$ cat src/rtl/pn_sched_pkg.sv
// Shared definitions for the PN frame scheduler.
//   CNT_W      : width of symbol/frame counters and the n_frames input
//   state_t    : scheduler FSM state encoding
//   lfsr_next  : one-step advance of the 8-bit PN LFSR (period 255)
package pn_sched_pkg;

    localparam int CNT_W = 16;

    localparam logic [2:0] ST_IDLE = 3'd0;
    localparam logic [2:0] ST_PRE  = 3'd1;
    localparam logic [2:0] ST_SYNC = 3'd2;
    localparam logic [2:0] ST_PAY  = 3'd3;
    localparam logic [2:0] ST_GAP  = 3'd4;

    typedef enum logic [2:0] {
        S_IDLE = ST_IDLE,
        S_PRE  = ST_PRE,
        S_SYNC = ST_SYNC,
        S_PAY  = ST_PAY,
        S_GAP  = ST_GAP
    } state_t;

    function automatic logic [7:0] lfsr_next(input logic [7:0] r);
        lfsr_next = {r[6], r[5] ^ r[7], r[4] ^ r[7], r[3] ^ r[7],
                     r[2], r[1], r[0], r[7]};
    endfunction

endpackage

$ cat src/rtl/pn_lfsr8.sv
// 8-bit PN LFSR with synchronous load-to-SEED and advance enables.
//   clk, rst_n : clock, synchronous active-low reset (loads SEED)
//   load       : reload SEED (has priority over adv)
//   adv        : step one position
//   msb        : current LFSR bit 7 (the payload symbol)
//   nxt_msb    : bit 7 after one advance (the following payload symbol)
module pn_lfsr8 import pn_sched_pkg::*; #(
    parameter logic [7:0] SEED = 8'hff
) (
    input  logic clk,
    input  logic rst_n,
    input  logic load,
    input  logic adv,
    output logic msb,
    output logic nxt_msb
);

    logic [7:0] q;
    logic [7:0] q_nxt;

    assign q_nxt   = lfsr_next(q);
    assign msb     = q[7];
    assign nxt_msb = q_nxt[7];

    always_ff @(posedge clk) begin
        if (!rst_n)    q <= SEED;
        else if (load) q <= SEED;
        else if (adv)  q <= q_nxt;
    end

endmodule

$ cat src/rtl/pn_frame_sched.sv
// Frame scheduler: preamble (1,0,1,0..), sync word (MSB first), PN payload,
// idle gap, repeated per run. Symbols are paced at SYM_DIV clocks and handed
// out over a registered valid/ready handshake.
//   clk, rst_n          : clock, synchronous active-low reset
//   start, stop         : run control pulses (stop takes effect after payload)
//   n_frames            : frames per run, sampled on start (0 = continuous)
//   sym_valid/sym_ready : symbol handshake
//   sym_bit             : symbol value
//   sym_first/sym_last  : first symbol of frame / last payload symbol
//   busy                : run in progress
//   frame_cnt           : frames completed since reset
module pn_frame_sched import pn_sched_pkg::*; #(
    parameter logic [7:0] SEED      = 8'hff,
    parameter int         SYM_DIV   = 4,
    parameter int         PRE_LEN   = 8,
    parameter logic [7:0] SYNC_WORD = 8'hb5,
    parameter int         PAY_LEN   = 64,
    parameter int         GAP_LEN   = 2
) (
    input  logic             clk,
    input  logic             rst_n,
    input  logic             start,
    input  logic             stop,
    input  logic [CNT_W-1:0] n_frames,
    output logic             sym_valid,
    input  logic             sym_ready,
    output logic             sym_bit,
    output logic             sym_first,
    output logic             sym_last,
    output logic             busy,
    output logic [CNT_W-1:0] frame_cnt
);

    // Pace reload values: after an accept the counter runs down to 1 and the
    // next symbol becomes valid the cycle after, i.e. reload = interval - 1.
    localparam logic [CNT_W-1:0] PACE_SYM = CNT_W'(SYM_DIV - 1);
    localparam logic [CNT_W-1:0] PACE_GAP = CNT_W'(SYM_DIV * (GAP_LEN + 1) - 1);
    localparam logic [CNT_W-1:0] PRE_END  = CNT_W'(PRE_LEN - 1);
    localparam logic [CNT_W-1:0] PAY_END  = CNT_W'(PAY_LEN - 1);
    localparam state_t           FIRST_ST  = (PRE_LEN > 0) ? S_PRE : S_SYNC;
    localparam logic             FIRST_BIT = (PRE_LEN > 0) ? 1'b1 : SYNC_WORD[7];

    state_t           state;
    logic [CNT_W-1:0] sym_idx;
    logic [CNT_W-1:0] sym_idx_inc;
    logic [CNT_W-1:0] pace;
    logic [CNT_W-1:0] nf_q;
    logic [CNT_W-1:0] run_frames;
    logic             stop_q;
    logic             lfsr_msb, lfsr_nxt_msb;
    logic             accept, pay_end, run_done, gap_end;
    logic             lfsr_load, lfsr_adv;

    assign accept      = sym_valid & sym_ready;
    assign sym_idx_inc = sym_idx + 1'b1;
    assign pay_end     = (state == S_PAY) && (sym_idx == PAY_END);
    // A stop arriving in the very cycle of the final accept still counts.
    assign run_done    = stop_q || stop ||
                         ((nf_q != '0) && ((run_frames + 1'b1) == nf_q));
    assign gap_end     = (state == S_GAP) && (pace == CNT_W'(1));

    // Reseed on every frame start; the payload reads the LFSR untouched since.
    assign lfsr_load = ((state == S_IDLE) && start) ||
                       (accept && pay_end && !run_done && (GAP_LEN == 0)) ||
                       gap_end;
    assign lfsr_adv  = accept && (state == S_PAY);

    pn_lfsr8 #(.SEED(SEED)) u_lfsr (
        .clk     (clk),
        .rst_n   (rst_n),
        .load    (lfsr_load),
        .adv     (lfsr_adv),
        .msb     (lfsr_msb),
        .nxt_msb (lfsr_nxt_msb)
    );

    // The symbol registers always hold the next symbol to offer; sym_valid
    // alone is gated by the pace counter.
    always_ff @(posedge clk) begin
        if (!rst_n) begin
            state      <= S_IDLE;
            sym_valid  <= 1'b0;
            sym_bit    <= 1'b0;
            sym_first  <= 1'b0;
            sym_last   <= 1'b0;
            busy       <= 1'b0;
            frame_cnt  <= '0;
            sym_idx    <= '0;
            pace       <= '0;
            nf_q       <= '0;
            run_frames <= '0;
            stop_q     <= 1'b0;
        end else begin
            if ((state != S_IDLE) && stop) stop_q <= 1'b1;

            if (state == S_IDLE) begin
                if (start) begin
                    state      <= FIRST_ST;
                    busy       <= 1'b1;
                    sym_valid  <= 1'b1;
                    sym_bit    <= FIRST_BIT;
                    sym_first  <= 1'b1;
                    sym_last   <= 1'b0;
                    sym_idx    <= '0;
                    pace       <= '0;
                    nf_q       <= n_frames;
                    run_frames <= '0;
                    stop_q     <= 1'b0;
                end
            end else if (accept) begin
                sym_first <= 1'b0;
                sym_last  <= 1'b0;
                sym_valid <= (PACE_SYM == '0);
                pace      <= PACE_SYM;
                case (state)
                    S_PRE: begin
                        if (sym_idx == PRE_END) begin
                            state   <= S_SYNC;
                            sym_idx <= '0;
                            sym_bit <= SYNC_WORD[7];
                        end else begin
                            sym_idx <= sym_idx_inc;
                            sym_bit <= ~sym_idx_inc[0];
                        end
                    end
                    S_SYNC: begin
                        if (sym_idx == CNT_W'(7)) begin
                            state    <= S_PAY;
                            sym_idx  <= '0;
                            sym_bit  <= lfsr_msb;
                            sym_last <= (PAY_END == '0);
                        end else begin
                            sym_idx <= sym_idx_inc;
                            sym_bit <= SYNC_WORD[3'd7 - sym_idx_inc[2:0]];
                        end
                    end
                    S_PAY: begin
                        if (pay_end) begin
                            frame_cnt  <= frame_cnt + 1'b1;
                            run_frames <= run_frames + 1'b1;
                            if (run_done) begin
                                state     <= S_IDLE;
                                busy      <= 1'b0;
                                sym_valid <= 1'b0;
                                pace      <= '0;
                            end else begin
                                sym_idx   <= '0;
                                sym_bit   <= FIRST_BIT;
                                sym_first <= 1'b1;
                                if (GAP_LEN == 0) begin
                                    state <= FIRST_ST;
                                end else begin
                                    // Gap and the last symbol's own pacing
                                    // interval run as one countdown.
                                    state     <= S_GAP;
                                    sym_valid <= 1'b0;
                                    pace      <= PACE_GAP;
                                end
                            end
                        end else begin
                            sym_idx  <= sym_idx_inc;
                            sym_bit  <= lfsr_nxt_msb;
                            sym_last <= (sym_idx_inc == PAY_END);
                        end
                    end
                    default: ;
                endcase
            end else if (pace != '0) begin
                pace <= pace - 1'b1;
                if (pace == CNT_W'(1)) begin
                    sym_valid <= 1'b1;
                    if (state == S_GAP) state <= FIRST_ST;
                end
            end
        end
    end

endmodule
$ cat config.mk
export PLATFORM = sky130hd
export DESIGN_NAME = pn_frame_sched
export DESIGN_NICKNAME = d
export VERILOG_FILES = /design/src/rtl/pn_sched_pkg.sv /design/src/rtl/pn_lfsr8.sv /design/src/rtl/pn_frame_sched.sv
export SDC_FILE = /design/constraint.sdc
export NUM_CORES = 1
export LEC_CHECK = 0
export ABC_AREA = 1
export CAP_MARGIN = 20
export CORE_UTILIZATION = 58
export CTS_CLUSTER_DIAMETER = 50
export DETAILED_ROUTE_END_ITERATION = 7
export MAX_ROUTING_LAYER = met4
export PLACE_DENSITY = 0.85
export SETUP_SLACK_MARGIN = 0.15
export SYNTH_ARGS = -nofsm -noshare
export SYNTH_HDL_FRONTEND = slang
export SYNTH_HIERARCHICAL = 1
export SYNTH_SLANG_ARGS = --single-unit
export TNS_END_PERCENT = 50
$ cat constraint.sdc
create_clock -name clk -period 2.85 [get_ports clk]
set_clock_uncertainty 0.05 [all_clocks]
set_input_delay 0.4275 -clock clk [delete_from_list [all_inputs] [get_ports clk]]
set_output_delay 0.4275 -clock clk [all_outputs]
set_load 0.005 [all_outputs]
; ---- Word level (Yosys, flattened, before mapping)
; Memories as Yosys holds them, arrays and structs flattened.
; Index checks and enable logic that the tools add are counted.
[op_classes]
addsub = 5
n_lt_le_gt_ge = 1
eq_ne = 15
n_mux = 59
n_bitwise = 7
reduce_logical = 34
[ops]
columns = op, count
row1 = $mux W16, 13
row2 = $add A16 B1 Y16 const B, 3
row3 = $eq A16 B6 Y1 const B, 2
row4 = $pmux W16 S2, 1
row5 = $reduce_bool A16 Y1, 2
row6 = $mux W1, 30
row7 = $mux W3, 10
row8 = $eq A16 B1 Y1 const B, 1
row9 = $eq A16 B16 Y1, 1
row10 = $eq A16 B3 Y1 const B, 1
row11 = $ne A4 B4 Y1 const B, 4
row12 = $reduce_and A4 Y1, 4
row13 = $sub A16 B1 Y16 const B, 1
row14 = $reduce_bool A3 Y1, 5
row15 = $mux W4, 3
row16 = $pmux W3 S3, 1
row17 = $reduce_and A8 Y1, 1
row18 = $reduce_bool A2 Y1, 4
row19 = $eq A3 B2 Y1 const B, 2
row20 = $logic_and A1 B1 Y1, 6
row21 = $reduce_and A2 Y1, 3
row22 = $ne A5 B1 Y1 const B, 1
row23 = $reduce_and A5 Y1, 1
row24 = $lt A3 B4 Y1 const B, 1
row25 = other kinds (13), 20
[word_totals]
register_bits = 97
rom_bits = 8
in_bits = 21
out_inout_bits = 21
word_cells = 135
memories = 1
[mem_list]
columns = memory, words, width, rd, rd_ports_with_merged_regs, wr, line_no
row1 = (no name shown), 8, 1, 1, 0, 0, pn_frame_sched.sv:134  ; sym_bit <= SYNC_WORD[3'd7 - sym_idx_inc[2:0]];

; ---- Logic depth before layout (Yosys ltp)
; Gate-level depths: netlist (run 1).
[depth]
depth_word = 9
depth_mapped = 17
mapped_depth_nobuf = 16

; ---- By module
; The synthesis (run 1) kept the hierarchy.
[modules_own_cells]
columns = module, instances, cells_per_inst, area_each_um2, seq_area_each_um2
row1 = pn_frame_sched, 1, 825, 5267.6, 1781.7
row2 = pn_lfsr8, 1, 52, 344.1, 160.2

; ---- Least setup slack after synthesis (run 1)
; Ideal clock, no wire load.
[synth_path]
path_kind = register to register
from = reg run_frames[0]
to = reg sym_idx[10]
setup_time_ns = 0.115
arrival_time_ns = 1.805
required_ns = 2.685
path_slack_ns = 0.880
stages_incl_launch_ff = 16
path_buffers = 1
period_less_slack_ns = 1.970
cell_sequence = dfxtp_1 > ha_1 > nand2_1 > nor2_4 > nand3b_2 > nand2_1 > nand3_1 > nand2_1 > nand2_1 > nor2_1 > nand3_1 > nand2_2 > nand2_4 > buf_6 > a21oi_1 > nor2_1
[synth_via]
elab_chain_len = 6
[synth_lines]
columns = element, line_no
row1 = from (decl), pn_frame_sched.sv:48  ; logic [CNT_W-1:0] run_frames;
row2 = from (signal assigned), pn_frame_sched.sv:140  ; run_frames <= run_frames + 1'b1;
row3 = $add A16 B1 Y16, pn_frame_sched.sv:59  ; ((nf_q != '0) && ((run_frames + 1'b1) == nf_q));
row4 = $eq A16 B16 Y1, pn_frame_sched.sv:59
row5 = $logic_and A1 B1 Y1, pn_frame_sched.sv:59
row6 = $logic_or A1 B1 Y1, pn_frame_sched.sv:58  ; assign run_done = stop_q || stop ||
row7 = $ne A4 B4 Y1 (no source line), n/a
row8 = $reduce_and A4 Y1 (no source line), n/a
row9 = to (signal assigned), pn_frame_sched.sv:122  ; sym_idx <= sym_idx_inc;
row10 = to (signal assigned), pn_frame_sched.sv:133  ; sym_idx <= sym_idx_inc;
row11 = to (signal assigned), pn_frame_sched.sv:161  ; sym_idx <= sym_idx_inc;
row12 = to (decl), pn_frame_sched.sv:44  ; logic [CNT_W-1:0] sym_idx;
; Every way passes these cells.
; A chain may end at the register's enable or synchronous reset.

; ---- Worst setup path after layout (run 1)
[layout_path]
from = reg sym_idx[1]
to = reg run_frames[10]
[layout_via]
elab_chain_len = 4
[layout_lines]
columns = element, line_no
row1 = $eq A16 B6 Y1, pn_frame_sched.sv:56  ; assign pay_end = (state == S_PAY) && (sym_idx == PAY_END);
row2 = $logic_and A1 B1 Y1, pn_frame_sched.sv:56
row3 = $reduce_bool A2 Y1 (no source line), n/a
row4 = $reduce_and A4 Y1 (no source line), n/a
; Every way passes these cells.

==> flow_summary.rst, run 1 <==
.. list-table::
   :header-rows: 1

   * - Metric
     - Value
   * - Number of enable flip-flop cells after synthesis
     - 0
   * - Nets in the synthesized netlist
     - 905
   * - Worst setup path startpoint
     - sym_idx[1]
   * - Library cell occupying the most area in the post-synthesis netlist
     - sky130_fd_sc_hd__dfxtp_1
   * - Setup violations, final
     - 0
   * - TritonCTS clock tree
     - built
   * - Final non-filler cell area
     - 0.00634 mm2
   * - Initial core utilization
     - 60.2%
   * - Buffer depth of the longest clock path
     - 2
   * - Number of failing hold endpoints at the final stage
     - 0
   * - Iter 0 DRT Violations
     - 304
   * - Fraction of layout cells with a size suffix above 1
     - 5.76%
   * - Biggest area contributors in the synthesized netlist
     - sky130_fd_sc_hd__dfxtp_1, sky130_fd_sc_hd__nand2_1, sky130_fd_sc_hd__nor2_1
   * - Initial antenna violation count
     - 0
   * - Flop and latch count out of synthesis
     - 97
   * - Root Buffer Master
     - sky130_fd_sc_hd__clkbuf_8
   * - Largest driver fanout on the critical path
     - 11
   * - Wire length of the first global-routing pass
     - 21900 um
   * - Static leakage power
     - 2.68 nW
   * - Share of async-settable or async-resettable flops after synthesis
     - 0%
   * - Clock-pin slew reported for the worst setup and hold paths after clock tree synthesis
     - 100 ps
   * - # Post-CTS Setup Buffers
     - 0
   * - Most common library cells after synthesis
     - sky130_fd_sc_hd__nand2_1, sky130_fd_sc_hd__nor2_1, sky130_fd_sc_hd__inv_1
   * - Via count of the first global-routing pass
     - 5030
   * - Final core utilization
     - 68.0%
   * - Chip height
     - 100 um
   * - Timing-limited maximum frequency
     - 409 MHz
   * - Slowest library cell on the worst path
     - sky130_fd_sc_hd__dfxtp_1
   * - Core region area
     - 0.00933 mm2
   * - Total number of H-tree levels
     - 3
   * - Die Footprint
     - 0.0101 mm2
   * - # fillers
     - 864
   * - Drt wl/cell
     - 12.2 um
   * - Count of cells resized by post-cts repair
     - 0
   * - Std cell rows
     - 35
   * - Worst R2R Start
     - sym_idx[1]
   * - Count of unresolved DRC violations after routing
     - 0
   * - Cells along the critical path
     - ha_1, nand2_1, nor2_1, inv_1, nor4_1, nand3_1, nand2_1, nand2_2, nor2_4, buf_4, a32oi_1, nor2_1
   * - Summed instance area of the synthesized netlist
     - 0.00561 mm2
   * - Post-route insts no fill
     - 1049
   * - Mean area per synthesized cell
     - 6.40 um2
   * - CP Data Required Time
     - 3100 ps
   * - Number of buffers created by CTS
     - 9
   * - Actual slew at the worst max-slew pin
     - 576 ps
   * - Clock latency on the worst-skew pair
     - 370 ps
   * - CP Buf/Inv Count
     - 2
   * - Largest net degree at the start of global routing
     - 39
   * - Clock sink count
     - 97
   * - Worst min path class
     - reg -> reg
   * - Vias per cell
     - 5.31
   * - Crit. End Element
     - flip-flop
   * - Number of nets with antenna violations after routing
     - 0
   * - # placed instances
     - 1034
   * - Growth of design area from synthesis to finish
     - 13.0%
   * - Post-layout min period
     - 2440 ps
   * - Final clock period utilization by the worst path
     - 85.7%
   * - Max-cap violations
     - 0
   * - Cell with the most instances after synthesis
     - sky130_fd_sc_hd__nand2_1
   * - Die W
     - 100 um
   * - Hold Buf Count CTS
     - 0
   * - Unrepaired setup endpoints after global routing
     - false
   * - Type of origin of the critical path
     - flip-flop
   * - # port buffers
     - 41
   * - Crit Path Class
     - reg -> reg
   * - Worst slew margin
     - 61.2%
   * - Min-Delay Startpoint
     - pace[14]
   * - Sequential cell area fraction in the yosys report
     - 34.6%
   * - Pre-antenna DRT Iters
     - 5
   * - Total global-route track usage
     - 27.8%
   * - Run status
     - completed
   * - Antenna fix cells
     - 0
   * - Final Routed Wirelength
     - 12800 um
   * - Signal arrival time at the worst endpoint
     - 2690 ps
   * - Fin Setup TNS
     - 0 ps
   * - Peak per-stage delay on the critical path
     - 410 ps
   * - Most instantiated flip-flop cell in the synthesis netlist
     - sky130_fd_sc_hd__dfxtp_1
   * - Proportion of netlist area held by the largest area contributor
     - 34.6%
   * - RD Place Congestion
     - 0.921
   * - Final nets
     - 944
   * - Count of different cell masters after synthesis
     - 42
   * - Gate Count Post-Synth
     - 877
   * - Worst IR drop on VDD
     - 0.558 mV
   * - Max Transition Viols Final
     - 0
   * - Cell Pwr Density
     - 774 mW/mm2
   * - Via count of the routed design
     - 5573
   * - Global route total overflow
     - 0
   * - Number of ports placed on the die boundary
     - 42
   * - Area after DPL
     - 0.00613 mm2
   * - Detailed placer's ending HPWL
     - 9300 um
   * - Synthesis Warnings
     - 6
   * - Family with the most delay on the worst path
     - simple AND/OR/NAND/NOR gates
tightest hold or removal path: cells and delay by family, from the launching register on:
kind | cells | cell delay, ps
AO/OA/AOI/OAI | 1 | 60
flip-flops | 1 | 320
AND/OR/NAND/NOR | 1 | 60
sequential cells by signal, indices dropped and copies added, names as in the netlist, 3 cells and up:
signal / count
sym_idx: 16
run_frames: 16
frame_cnt: 16
nf_q: 16
pace: 16
state: 3
u_lfsr/q: 8
final cells by class:
| class | count | area, um2 | area share [%] |
|---|---|---|---|
| Clock buffer | 11 | 151 | 2.39 |
| Multi-Input combinational cell | 649 | 3140 | 49.5 |
| Sequential cell | 97 | 1940 | 30.6 |
| Inverter | 108 | 409 | 6.45 |
| Clock inverter | 4 | 52.6 | 0.828 |
| Tap cell | 129 | 161 | 2.54 |
| Timing Repair Buffer | 51 | 485 | 7.65 |
cells in the final DEF, fill, tap and decap left out, types with 10 or more instances in the layout:
master and instances:
sky130_fd_sc_hd__o21ai_0 34, sky130_fd_sc_hd__clkbuf_8 11, sky130_fd_sc_hd__a21oi_1 66, sky130_fd_sc_hd__clkdlybuf4s50_1 41, sky130_fd_sc_hd__nand4_1 18, sky130_fd_sc_hd__inv_1 101, sky130_fd_sc_hd__nand2_1 233, sky130_fd_sc_hd__xor2_1 18
sky130_fd_sc_hd__nand3_1 83, sky130_fd_sc_hd__nor3_1 10, sky130_fd_sc_hd__buf_4 10, sky130_fd_sc_hd__dfxtp_1 97, sky130_fd_sc_hd__nor2_1 116
cell families after synthesis:
| kind of cell | share of synthesized area, % |
|---|---|
| AOI/OAI and AO/OA | 12.5 |
| xor gates and xnor gates | 3.59 |
| adders and majority gates | 1.56 |
| and+or+nand+nor | 38.1 |
| buffers and inverters | 9.61 |
| DFF | 34.6 |
through the flow:
stage	power [mW]	setup WS [ps]	hold slack, ps
after floorplan	3.48	880	389
after CTS	4.91	379	426
final	4.91	408	427
after detailed placement	3.97	340	408
after global placement	3.93	410	398
after global routing	5.32	183	458
worst paths after layout:
| check | to | slack (ps) | cells past startpoint |
|---|---|---|---|
| setup / recovery | run_frames[10] | 410 | 12 |
| hold / removal | pace[14] | 430 | 2 |
| setup reg to reg | run_frames[10] | 410 | 12 |
| hold reg to reg | pace[14] | 430 | 2 |
power breakdown:
group / switching, mW / total [mW] / leakage [nW] / internal [mW]
logic: 1.36 / 2.15 / 1.79 / 0.791
registers: 0.230 / 1.83 / 0.792 / 1.60
clock network: 0.483 / 0.932 / 0.0937 / 0.449
metal layers:
layer	vias to the layer above	track usage, %	part of all wire (%)
met1	2494	34.5	46
met5	-	-	0
met2	135	45.6	47
li1	2920	-	-
met4	0	10.6	1.9
met3	24	4.25	4.6
Note: power is estimated with default switching activity, not from simulation.
==> run 2: changes to the inputs <==
--- a/config.mk
+++ b/config.mk
@@ -5,7 +5,6 @@
 export SDC_FILE = /design/constraint.sdc
 export NUM_CORES = 1
 export LEC_CHECK = 0
-export ABC_AREA = 1
 export CAP_MARGIN = 20
 export CORE_UTILIZATION = 58
 export CTS_CLUSTER_DIAMETER = 50
==> run 2 against run 1 <==
  * Worst hold slack improved by 1.5 ps
  * Setup slack got worse by 170 ps
  * Power down 24%
  * Final cell count fell by 16%
  * Die area is 0.74% lower
  * Register-to-register slack lost 170 ps
  * Critical path type unchanged
  * Synthesized area down 0.76%
  * Non-clock buffer count increased by 19
  * Clock power decreased by 8.6%
==> flow_summary.rst, run 2 <==
.. list-table::
   :header-rows: 1

   * - Metric
     - Value
   * - Run status
     - completed
   * - Chip height
     - 100 um (-0.37%)
   * - Cell with the most instances after synthesis
     - sky130_fd_sc_hd__dfxtp_1
   * - Post-layout min period
     - 2610 ps (+172 ps)
   * - Timing-limited maximum frequency
     - 383 MHz (-6.6%)
   * - Biggest area contributors in the synthesized netlist
     - sky130_fd_sc_hd__dfxtp_1, sky130_fd_sc_hd__nand2_1, sky130_fd_sc_hd__nor2_1
   * - CP Data Required Time
     - 3070 ps (-30 ps)
   * - Clock latency on the worst-skew pair
     - 370 ps (about the same)
   * - Buffer depth of the longest clock path
     - 2 (unchanged)
   * - Type of origin of the critical path
     - flip-flop
   * - Fin Setup TNS
     - 0 ps (unchanged)
   * - Signal arrival time at the worst endpoint
     - 2840 ps (+150 ps)
   * - Reg-to-reg slack, setup
     - 240 ps (-170 ps)
   * - Number of nets with antenna violations after routing
     - 0 (unchanged)
   * - Root Buffer Master
     - sky130_fd_sc_hd__clkbuf_8
   * - Worst IR drop on VDD
     - 0.361 mV (-35%)
   * - Die Footprint
     - 0.0100 mm2 (-0.74%)
   * - Flop and latch count out of synthesis
     - 97 (unchanged)
   * - Clock-pin slew reported for the worst setup and hold paths after clock tree synthesis
     - 100 ps (about the same)
   * - Final clock period utilization by the worst path
     - 91.7% (+6.0 points)
   * - Sequential cell area fraction in the yosys report
     - 34.9% (+0.26 points)
   * - Final nets
     - 773 (-18%)
   * - Library cell occupying the most area in the post-synthesis netlist
     - sky130_fd_sc_hd__dfxtp_1
   * - Most instantiated flip-flop cell in the synthesis netlist
     - sky130_fd_sc_hd__dfxtp_1
   * - Most frequent standard cell in the layout excluding fill and tap cells
     - sky130_fd_sc_hd__dfxtp_1
   * - Fraction of layout cells with a size suffix above 1
     - 10.8% (+5.0 points)
   * - Max Transition Viols Final
     - 0 (unchanged)
   * - Via count of the routed design
     - 5364 (-3.8%)
   * - Mean area per synthesized cell
     - 7.90 um2 (+23%)
   * - Hold Buf Count CTS
     - 0 (unchanged)
   * - Number of enable flip-flop cells after synthesis
     - 0 (unchanged)
   * - Nets in the synthesized netlist
     - 733 (-19%)
   * - Largest net degree at the start of global routing
     - 37 (-5.1%)
   * - Crit. End Element
     - flip-flop
   * - Final core utilization
     - 68.6% (+0.59 points)
   * - Cell Pwr Density
     - 588 mW/mm2 (-24%)
   * - Most common library cells after synthesis
     - sky130_fd_sc_hd__dfxtp_1, sky130_fd_sc_hd__nand2_1, sky130_fd_sc_hd__nor2_1
   * - Via count of the first global-routing pass
     - 4840 (-3.8%)
   * - Setup violations, final
     - 0 (unchanged)
   * - Die W
     - 100 um (-0.37%)
   * - Antenna fix cells
     - 0 (unchanged)
   * - TritonCTS clock tree
     - built
   * - Core region area
     - 0.00928 mm2 (-0.47%)
   * - Worst slew margin
     - 61.0% (-0.24 points)
   * - Worst min path class
     - reg -> reg
   * - Proportion of netlist area held by the largest area contributor
     - 34.9% (+0.26 points)
   * - Std cell rows
     - 35 (unchanged)
   * - Share of async-settable or async-resettable flops after synthesis
     - 0% (unchanged)
   * - Vias per cell
     - 6.10 (+15%)
   * - Initial antenna violation count
     - 0 (unchanged)
   * - Clock sink count
     - 97 (unchanged)
   * - Count of unresolved DRC violations after routing
     - 0 (unchanged)
   * - RD Place Congestion
     - 0.981 (+6.4%)
   * - Final Routed Wirelength
     - 14400 um (+12%)
   * - Growth of design area from synthesis to finish
     - 14.4%
   * - Gate Count Post-Synth
     - 705 (-20%)
   * - Pre-antenna DRT Iters
     - 5 (unchanged)
   * - Drt wl/cell
     - 16.4 um (+34%)
   * - Total number of H-tree levels
     - 3 (unchanged)
   * - Initial core utilization
     - 60.0% (-0.17 points)
   * - Static leakage power
     - 2.24 nW (-16%)
   * - Crit Path Class
     - reg -> reg
   * - Wire length of the first global-routing pass
     - 23300 um (+6.3%)
   * - Summed instance area of the synthesized netlist
     - 0.00557 mm2 (-0.76%)
   * - Synthesis Warnings
     - 6 (unchanged)
   * - Detailed placer's ending HPWL
     - 10500 um (+13%)
   * - # port buffers
     - 41 (unchanged)
   * - Most frequent cells in the layout
     - sky130_fd_sc_hd__dfxtp_1, sky130_fd_sc_hd__nand2_1, sky130_fd_sc_hd__nor2_1
   * - # fillers
     - 782 (-9.5%)
   * - Total global-route track usage
     - 29.7% (+2.0 points)
   * - Number of buffers created by CTS
     - 9 (unchanged)
   * - Unrepaired setup endpoints after global routing
     - true
   * - Global route total overflow
     - 0 (unchanged)
   * - WHS
     - 429 ps (+1.51 ps)
   * - Actual slew at the worst max-slew pin
     - 584 ps (+7.45 ps)
   * - Number of ports placed on the die boundary
     - 42 (unchanged)
   * - Max-cap violations
     - 0 (unchanged)
   * - Iter 0 DRT Violations
     - 430 (+41%)
   * - Number of failing hold endpoints at the final stage
     - 0 (unchanged)
   * - Largest driver fanout on the critical path
     - 8 (-3)
   * - Count of different cell masters after synthesis
     - 74 (+76%)
[run 2: repair_timing]
| item | CTS | global route |
|---|---|---|
| endpoints found under the hold margin | 0 | 0 |
| setup buffers | 2 | 0 |
| pin swaps | 1 | 0 |
| resized for setup | 0 | 7 |
| endpoints found under the setup margin | 1 | 22 |
[run 2: per-layer routing]
layer / global-route usage, % / vias to the layer above / part of all wire (%)
met5: - / - / 0
met4: 8.58 / 0 / 1.6
met3: 3.27 / 27 / 6.1
met2: 45.9 / 173 / 45
met1: 41.3 / 2559 / 47
li1: - / 2605 / -
[run 2: final timing paths]
kind | to | start | cells after the start
max | sym_idx[13] | run_frames[1] | 9
min | u_lfsr/q[0] | u_lfsr/q[0] | 2
max reg2reg | sym_idx[13] | run_frames[1] | 9
min reg2reg | u_lfsr/q[0] | u_lfsr/q[0] | 2
[run 2: cell type report]
| class | instances | area (um2) | area share (%) |
|---|---|---|---|
| sequential | 97 | 1940 | 30.5 |
| multi-input combinational | 555 | 3410 | 53.6 |
| tap | 129 | 161 | 2.53 |
| timing repair buffer | 70 | 628 | 9.86 |
| clock buffer | 10 | 128 | 2.00 |
| inverter | 12 | 45.0 | 0.707 |
| clock inverter | 6 | 47.5 | 0.747 |
[run 2: cell families after synthesis]
logic type | after synthesis | synth area share [%]
compound gates | 148 | 17.3
xor+xnor | 52 | 8.18
fa+ha+maj | 7 | 1.57
buf+inv | 53 | 4.22
flops | 97 | 34.9
mux | 12 | 2.20
simple gates | 336 | 31.6
[run 2: through the flow]
| step | total power [mW] | instance area [um2] | instances | setup WS, ps |
|---|---|---|---|---|
| 2_1_floorplan | 2.57 | 5570 | 705 | 487 |
| 3_3_place_gp | 2.84 | 6160 | 861 | 223 |
| 3_5_place_dp | 2.90 | 6160 | 861 | 122 |
| 4_1_cts | 3.74 | 6350 | 879 | 170 |
| 5_1_grt | 3.95 | 6370 | 879 | 116 |
| 6_report | 3.74 | 6370 | 879 | 236 |
[run 2: worst max-delay path, cell delays in order, from the launching register on]
cell                       delay [ps]
sky130_fd_sc_hd__dfxtp_1          360
sky130_fd_sc_hd__ha_2             270
sky130_fd_sc_hd__nand3_2          210
sky130_fd_sc_hd__nor2_2           240
sky130_fd_sc_hd__a31oi_1          180
sky130_fd_sc_hd__nor4_1           420
sky130_fd_sc_hd__o2111a_2         330
sky130_fd_sc_hd__nor2_4            90
sky130_fd_sc_hd__buf_4            160
sky130_fd_sc_hd__a311oi_2         210
[run 2: report_power, final]
part / internal (mW) / switching (mW) / leakage, nW / total (mW)
Clock: 0.328 / 0.524 / 0.0877 / 0.852
Combinational: 0.560 / 0.701 / 1.37 / 1.26
Sequential: 1.48 / 0.148 / 0.788 / 1.63
